**config.mk**
```make
export PLATFORM = sky130hd
export DESIGN_NAME = pam_encoder
export DESIGN_NICKNAME = d
export VERILOG_FILES = /design/src/rtl/pam_pkg.sv /design/src/rtl/pam_level_map.sv /design/src/rtl/pam_encoder.sv
export SDC_FILE = /design/constraint.sdc
export NUM_CORES = 1
export LEC_CHECK = 0
export BUFFER_PORTS_ARGS = -buffer_cell sky130_fd_sc_hd__buf_2
export CAP_MARGIN = 20
export CELL_PAD_IN_SITES_DETAIL_PLACEMENT = 0
export CELL_PAD_IN_SITES_GLOBAL_PLACEMENT = 1
export CORE_MARGIN = 3
export CORE_UTILIZATION = 38
export CTS_BUF_LIST = sky130_fd_sc_hd__clkbuf_16
export CTS_CLUSTER_DIAMETER = 30
export DETAILED_ROUTE_END_ITERATION = 6
export PLACE_DENSITY_LB_ADDON = 0.1
export SLEW_MARGIN = 20
export SYNTH_ARGS = -nofsm -noshare
export SYNTH_HDL_FRONTEND = slang
export SYNTH_HIERARCHICAL = 1
export SYNTH_SLANG_ARGS = --single-unit
```
**constraint.sdc**
```tcl
create_clock -name clk -period 2.1 [get_ports clk]
set_input_delay 0.105 -clock clk [delete_from_list [all_inputs] [get_ports clk]]
set_output_delay 0.105 -clock clk [all_outputs]
set_load 0.05 [all_outputs]
```
**src/rtl/pam_pkg.sv**
```systemverilog
// rtl/pam_pkg.sv - shared types and level-mapping helpers for the PAM encoder
package pam_pkg;

    typedef enum logic {
        IDLE   = 1'b0,
        ACTIVE = 1'b1
    } state_t;

    // Gray to binary for a 2-bit symbol; the MSB passes through unchanged
    function automatic logic [1:0] gray2bin(input logic [1:0] gray);
        return {gray[1], gray[1] ^ gray[0]};
    endfunction

    // Signed level for a symbol index; PAM-2 only looks at index[1] and
    // uses the outer two PAM-4 levels. Result is wrapped to res bits.
    function automatic int pam_level(input logic [1:0] index, input logic pam2,
                                     input int sep, input int res);
        int idx;
        int lvl;
        idx = pam2 ? (index[1] ? 3 : 0) : int'(index);
        lvl = (2 * idx - 3) * (sep / 2);
        lvl = (lvl <<< (32 - res)) >>> (32 - res);
        return lvl;
    endfunction

endpackage

```
**src/rtl/pam_level_map.sv**
```systemverilog
// rtl/pam_level_map.sv - combinational symbol + mode to signed level mapper
module pam_level_map
    import pam_pkg::*;
#(
    parameter int SIGNAL_RESOLUTION = 8,
    parameter int SYMBOL_SEPARATION = 32
) (
    input  logic [1:0]                          symbol,
    input  logic                                pam2_mode,
    input  logic                                gray_en,
    output logic signed [SIGNAL_RESOLUTION-1:0] level
);

    // Two guard bits so the (2*idx-3)*sep/2 product cannot wrap before truncation
    localparam int EXT_W = SIGNAL_RESOLUTION + 2;

    logic [1:0]              index;
    logic signed [EXT_W-1:0] level_ext;

    // Decode index (Gray only matters in PAM-4, gray2bin keeps the MSB) and map to level
    always_comb begin
        index     = gray_en ? gray2bin(symbol) : symbol;
        level_ext = EXT_W'(pam_level(index, pam2_mode, SYMBOL_SEPARATION, EXT_W));
        level     = level_ext[SIGNAL_RESOLUTION-1:0];
    end

endmodule

```
**src/rtl/pam_encoder.sv**
```systemverilog
// rtl/pam_encoder.sv - PAM-2/PAM-4 symbol encoder with oversampled level output
module pam_encoder
    import pam_pkg::*;
#(
    parameter int SIGNAL_RESOLUTION  = 8,
    parameter int SYMBOL_SEPARATION  = 32,
    parameter int SAMPLES_PER_SYMBOL = 4,
    parameter int CNT_W              = $clog2(SAMPLES_PER_SYMBOL + 1)
) (
    input  logic                                clk,
    input  logic                                rstn,
    input  logic                                pam2_mode,
    input  logic                                gray_en,
    input  logic [1:0]                          symbol_in,
    input  logic                                symbol_valid,
    output logic                                symbol_ready,
    output logic signed [SIGNAL_RESOLUTION-1:0] voltage_level,
    output logic                                signal_out_valid,
    input  logic                                signal_out_ready,
    output logic [15:0]                         symbols_sent
);

    if ((3 * SYMBOL_SEPARATION) / 2 > (2 ** (SIGNAL_RESOLUTION - 1)) - 1) begin : g_range_err
        $error("pam_encoder: 3*SYMBOL_SEPARATION/2 does not fit in SIGNAL_RESOLUTION bits");
    end
    if (SAMPLES_PER_SYMBOL < 1) begin : g_sps_err
        $error("pam_encoder: SAMPLES_PER_SYMBOL must be at least 1");
    end

    localparam logic [CNT_W-1:0] SPS_C = CNT_W'(SAMPLES_PER_SYMBOL);
    localparam logic [CNT_W-1:0] ONE_C = CNT_W'(1);

    state_t                              state_q, state_d;
    logic [CNT_W-1:0]                    cnt_q, cnt_d;
    logic signed [SIGNAL_RESOLUTION-1:0] level_d;
    logic signed [SIGNAL_RESOLUTION-1:0] mapped_level;
    logic                                sent_inc;

    pam_level_map #(
        .SIGNAL_RESOLUTION (SIGNAL_RESOLUTION),
        .SYMBOL_SEPARATION (SYMBOL_SEPARATION)
    ) u_level_map (
        .symbol    (symbol_in),
        .pam2_mode (pam2_mode),
        .gray_en   (gray_en),
        .level     (mapped_level)
    );

    // State, sample counter, held level and symbol counter registers
    always_ff @(posedge clk) begin
        if (!rstn) begin
            state_q       <= IDLE;
            cnt_q         <= '0;
            voltage_level <= '0;
            symbols_sent  <= '0;
        end else begin
            state_q       <= state_d;
            cnt_q         <= cnt_d;
            voltage_level <= level_d;
            if (sent_inc) begin
                symbols_sent <= symbols_sent + 16'd1;
            end
        end
    end

    // Next-state, handshake and load decisions; the last-sample retire may chain a new symbol
    always_comb begin
        state_d          = state_q;
        cnt_d            = cnt_q;
        level_d          = voltage_level;
        symbol_ready     = 1'b0;
        signal_out_valid = 1'b0;
        sent_inc         = 1'b0;
        case (state_q)
            IDLE: begin
                symbol_ready = 1'b1;
                if (symbol_valid) begin
                    state_d = ACTIVE;
                    level_d = mapped_level;
                    cnt_d   = SPS_C;
                end
            end
            ACTIVE: begin
                signal_out_valid = 1'b1;
                symbol_ready     = (cnt_q == ONE_C) && signal_out_ready;
                if (signal_out_ready) begin
                    cnt_d = cnt_q - ONE_C;
                    if (cnt_q == ONE_C) begin
                        sent_inc = 1'b1;
                        if (symbol_valid) begin
                            level_d = mapped_level;
                            cnt_d   = SPS_C;
                        end else begin
                            state_d = IDLE;
                            level_d = '0;
                        end
                    end
                end
            end
            default: begin
                state_d = IDLE;
                level_d = '0;
                cnt_d   = '0;
            end
        endcase
    end

endmodule

```
==> out/metrics.yaml <==
timing_hold_violations_final: 0
synth_top_family_by_area: "simple AND/OR/NAND/NOR gates"
synthFlopType: "dfxtp_1"
drtPass1Iterations: 4
p_leak_nw: 0.671
drc: 0
wl_mm: 2.70
holdWs_ns: 0.0583
r2r_setup_slack_ns: 0.19
path_max_fanout: 8
clkLatencyLatePin_ns: 0.26
synth.top_cell.area_share: 0.420
crit_family: "simple AND/OR/NAND/NOR gates"
async_flop_share: 0
cp_num_buf_inv: 0
syn_to_final_growth_pct: 21.4
globalplace.congestion: 0.771
seqPwrFrac: 0.449
rsz0062_at_grt: "false"
muxShareOfSynthArea: 0
synth_seq_cells: 28
synth_compound_area_frac: 0.125
power_mw: 1.24
crit_type: "reg -> reg"
synth_xor_area_frac: 0.0657
die_h_um: 65.2
nFillCells: 340
synth_common_cells: "dfxtp_1, nand2_1, a21oi_1"
power_density_mw_per_mm2: 768
max_stage_delay_ns: 0.56
synthSimpleGateAreaFrac: 0.278
dieArea_mm2: 0.00426
final_nets: 204
clkTransAtPathRegs_ns: 0.07
worstSetupStartpoint: "cnt_q[0]"
postCtsSetupRepairBufs: 0
r2r_start: "cnt_q[0]"
cp_cell_sequence: "ha_2 -> nand4b_4 -> or4_4 -> or3_1 -> a21oi_1"
ios: 34
vias: 1171
antenna_cells: 0
switching_share: 0.226
syn-cell-area_mm2: 0.00133
fin_crit_sh: 0.909
grt_pass1_wl_mm: 4.63
synthTopCellsByArea: "dfxtp_1, a21oi_1, xnor2_1"
setup_viol: 0
end_kind: "flip-flop"
grt_pass1_vias: 1080
post_drt_wl_per_cell_um: 11.5
core_mm2: 0.00320
avgSynthCellArea_um2: 8.18
numCtsBuffers: 3
maxSlewViolCount: 0
pwr-share-clk: 0.449
cap_viol_max_count: 0
placementRows: 20
hold_path.class: "in -> reg"
cts-root-buf: "clkbuf_16"
overflow: 0
clock_sinks: 28
synth_edf_count: 0
crit_cells: 5
clockBufferDepth: 2
cts-resized-gates: 0
status: "finished clean"
dp.final_hpwl_mm: 2.09
grt.total_usage: 0.138
drt-initial-drc-count: 65
postCtsHoldBufs: 0
initial_utilization: 0.416
cts_tree: "yes"
setup.worst_path.start_class: "flip-flop"
min_period_ns: 1.91
io_buffer_count: 33
combPwrFrac: 0.102
p_sw_mw: 0.281
reg2reg_depth: 5
vdd_drop_max_mv: 0.283
synthAdderAreaFrac: 0.0281
synth_cells: 163
holdPathStages: 2
r2r-end: "symbols_sent[15]"
ys_seq_area_frac: 0.420
fmax_mhz: 524
ys.warnings.count: 6
via_per_inst: 4.96
antenna_found_initial: 0
worstPathRequired_ns: 2.29
yosys.cell_types.count: 31
intPower_mw: 0.963
drive_above_1_share: 0.234
skew_ns: 0.00145
grt_max_degree: 17
final_core_util: 0.505
cp_data_arrival_time_ns: 2.10
fp.dieW_um: 65.2
setup.worst_path.end: "symbols_sent[15]"
setup_tns_ns: 0
synth_top_cell_by_area: "dfxtp_1"
drtAntennaViolNets: 0
cp_slowest_cell: "or4_4"
yosysMostFrequentCell: "dfxtp_1"
cts_max_level: 1
-- cell usage in the layout, fill, tap and decap left out, drive strengths merged, types with 2 or more instances in the layout --
cell type	count
dfxtp	28
xor2	2
a31oi	2
or3	5
nor2	13
a21oi	16
or4	2
buf	35
xnor2	8
nand4	6
a211oi	3
inv	8
conb	5
nor4	2
ha	3
clkbuf	3
nand3	12
nand2	18
o21ai	6
nand2b	2
and4b	2
nor3	4
-- stage by stage --
step           instance area (um^2)  setup slack (ns)  cells
6_report                       1620             0.191    236
4_1_cts                        1610            0.0750    236
2_1_floorplan                  1350           0.00837    166
5_1_grt                        1620            0.0370    236
3_3_place_gp                   1510             0.180    232
3_5_place_dp                   1510            0.0941    232
-- layout make-up --
cell class,instances,area (um^2),share of cell area
multi-input cells,117,687,0.424
flip-flops and latches,28,562,0.347
repair buffers,35,180,0.111
clock buffers,3,75.1,0.0464
well taps,44,55.1,0.0340
clock inverters,1,30.0,0.0185
inverters,8,30.0,0.0185
-- power by group through the flow --
stage / logic (mW) / clock network (mW) / registers (mW)
final: 0.127 / 0.559 / 0.558
after global routing: 0.138 / 0.596 / 0.561
after floorplan: 0.0680 / 0 / 0.604
after CTS: 0.127 / 0.570 / 0.558
after detailed placement: 0.127 / 0 / 0.570
after global placement: 0.126 / 0 / 0.570
-- how the worst min path moves through the flow --
stage                       from        to  slack, ns
finish              symbol_valid  cnt_q[1]       0.06
CTS                 symbol_valid  cnt_q[1]       0.06
floorplan           symbol_valid  cnt_q[1]       0.20
global route        symbol_valid  cnt_q[1]       0.07
global placement    symbol_valid  cnt_q[1]       0.34
detailed placement  symbol_valid  cnt_q[1]       0.34
-- per-layer routing --
layer,part of all wire,track usage,routed length (um)
met5,0,0,0
met4,0.017,0.0544,45
met3,0.043,0.0376,117
met2,0.49,0.252,1330
met1,0.45,0.150,1220
-- registers in the layout (all words and copies together) (netlist names) --
| signal | flops |
|---|---|
| cnt_q | 3 |
| state_q | 1 |
| symbols_sent | 16 |
| voltage_level | 8 |
-- cells by family (layout without fill, tap and decap cells) --
kind of cell | count (synthesis) | in the layout
compound gates | 29 | 29
simple gates | 70 | 70
buf+inv | 21 | 47
fa+ha+maj | 3 | 3
xor+xnor | 10 | 10
flops | 28 | 28
other cells | 2 | 5
Power figures use the tool's default switching activity.
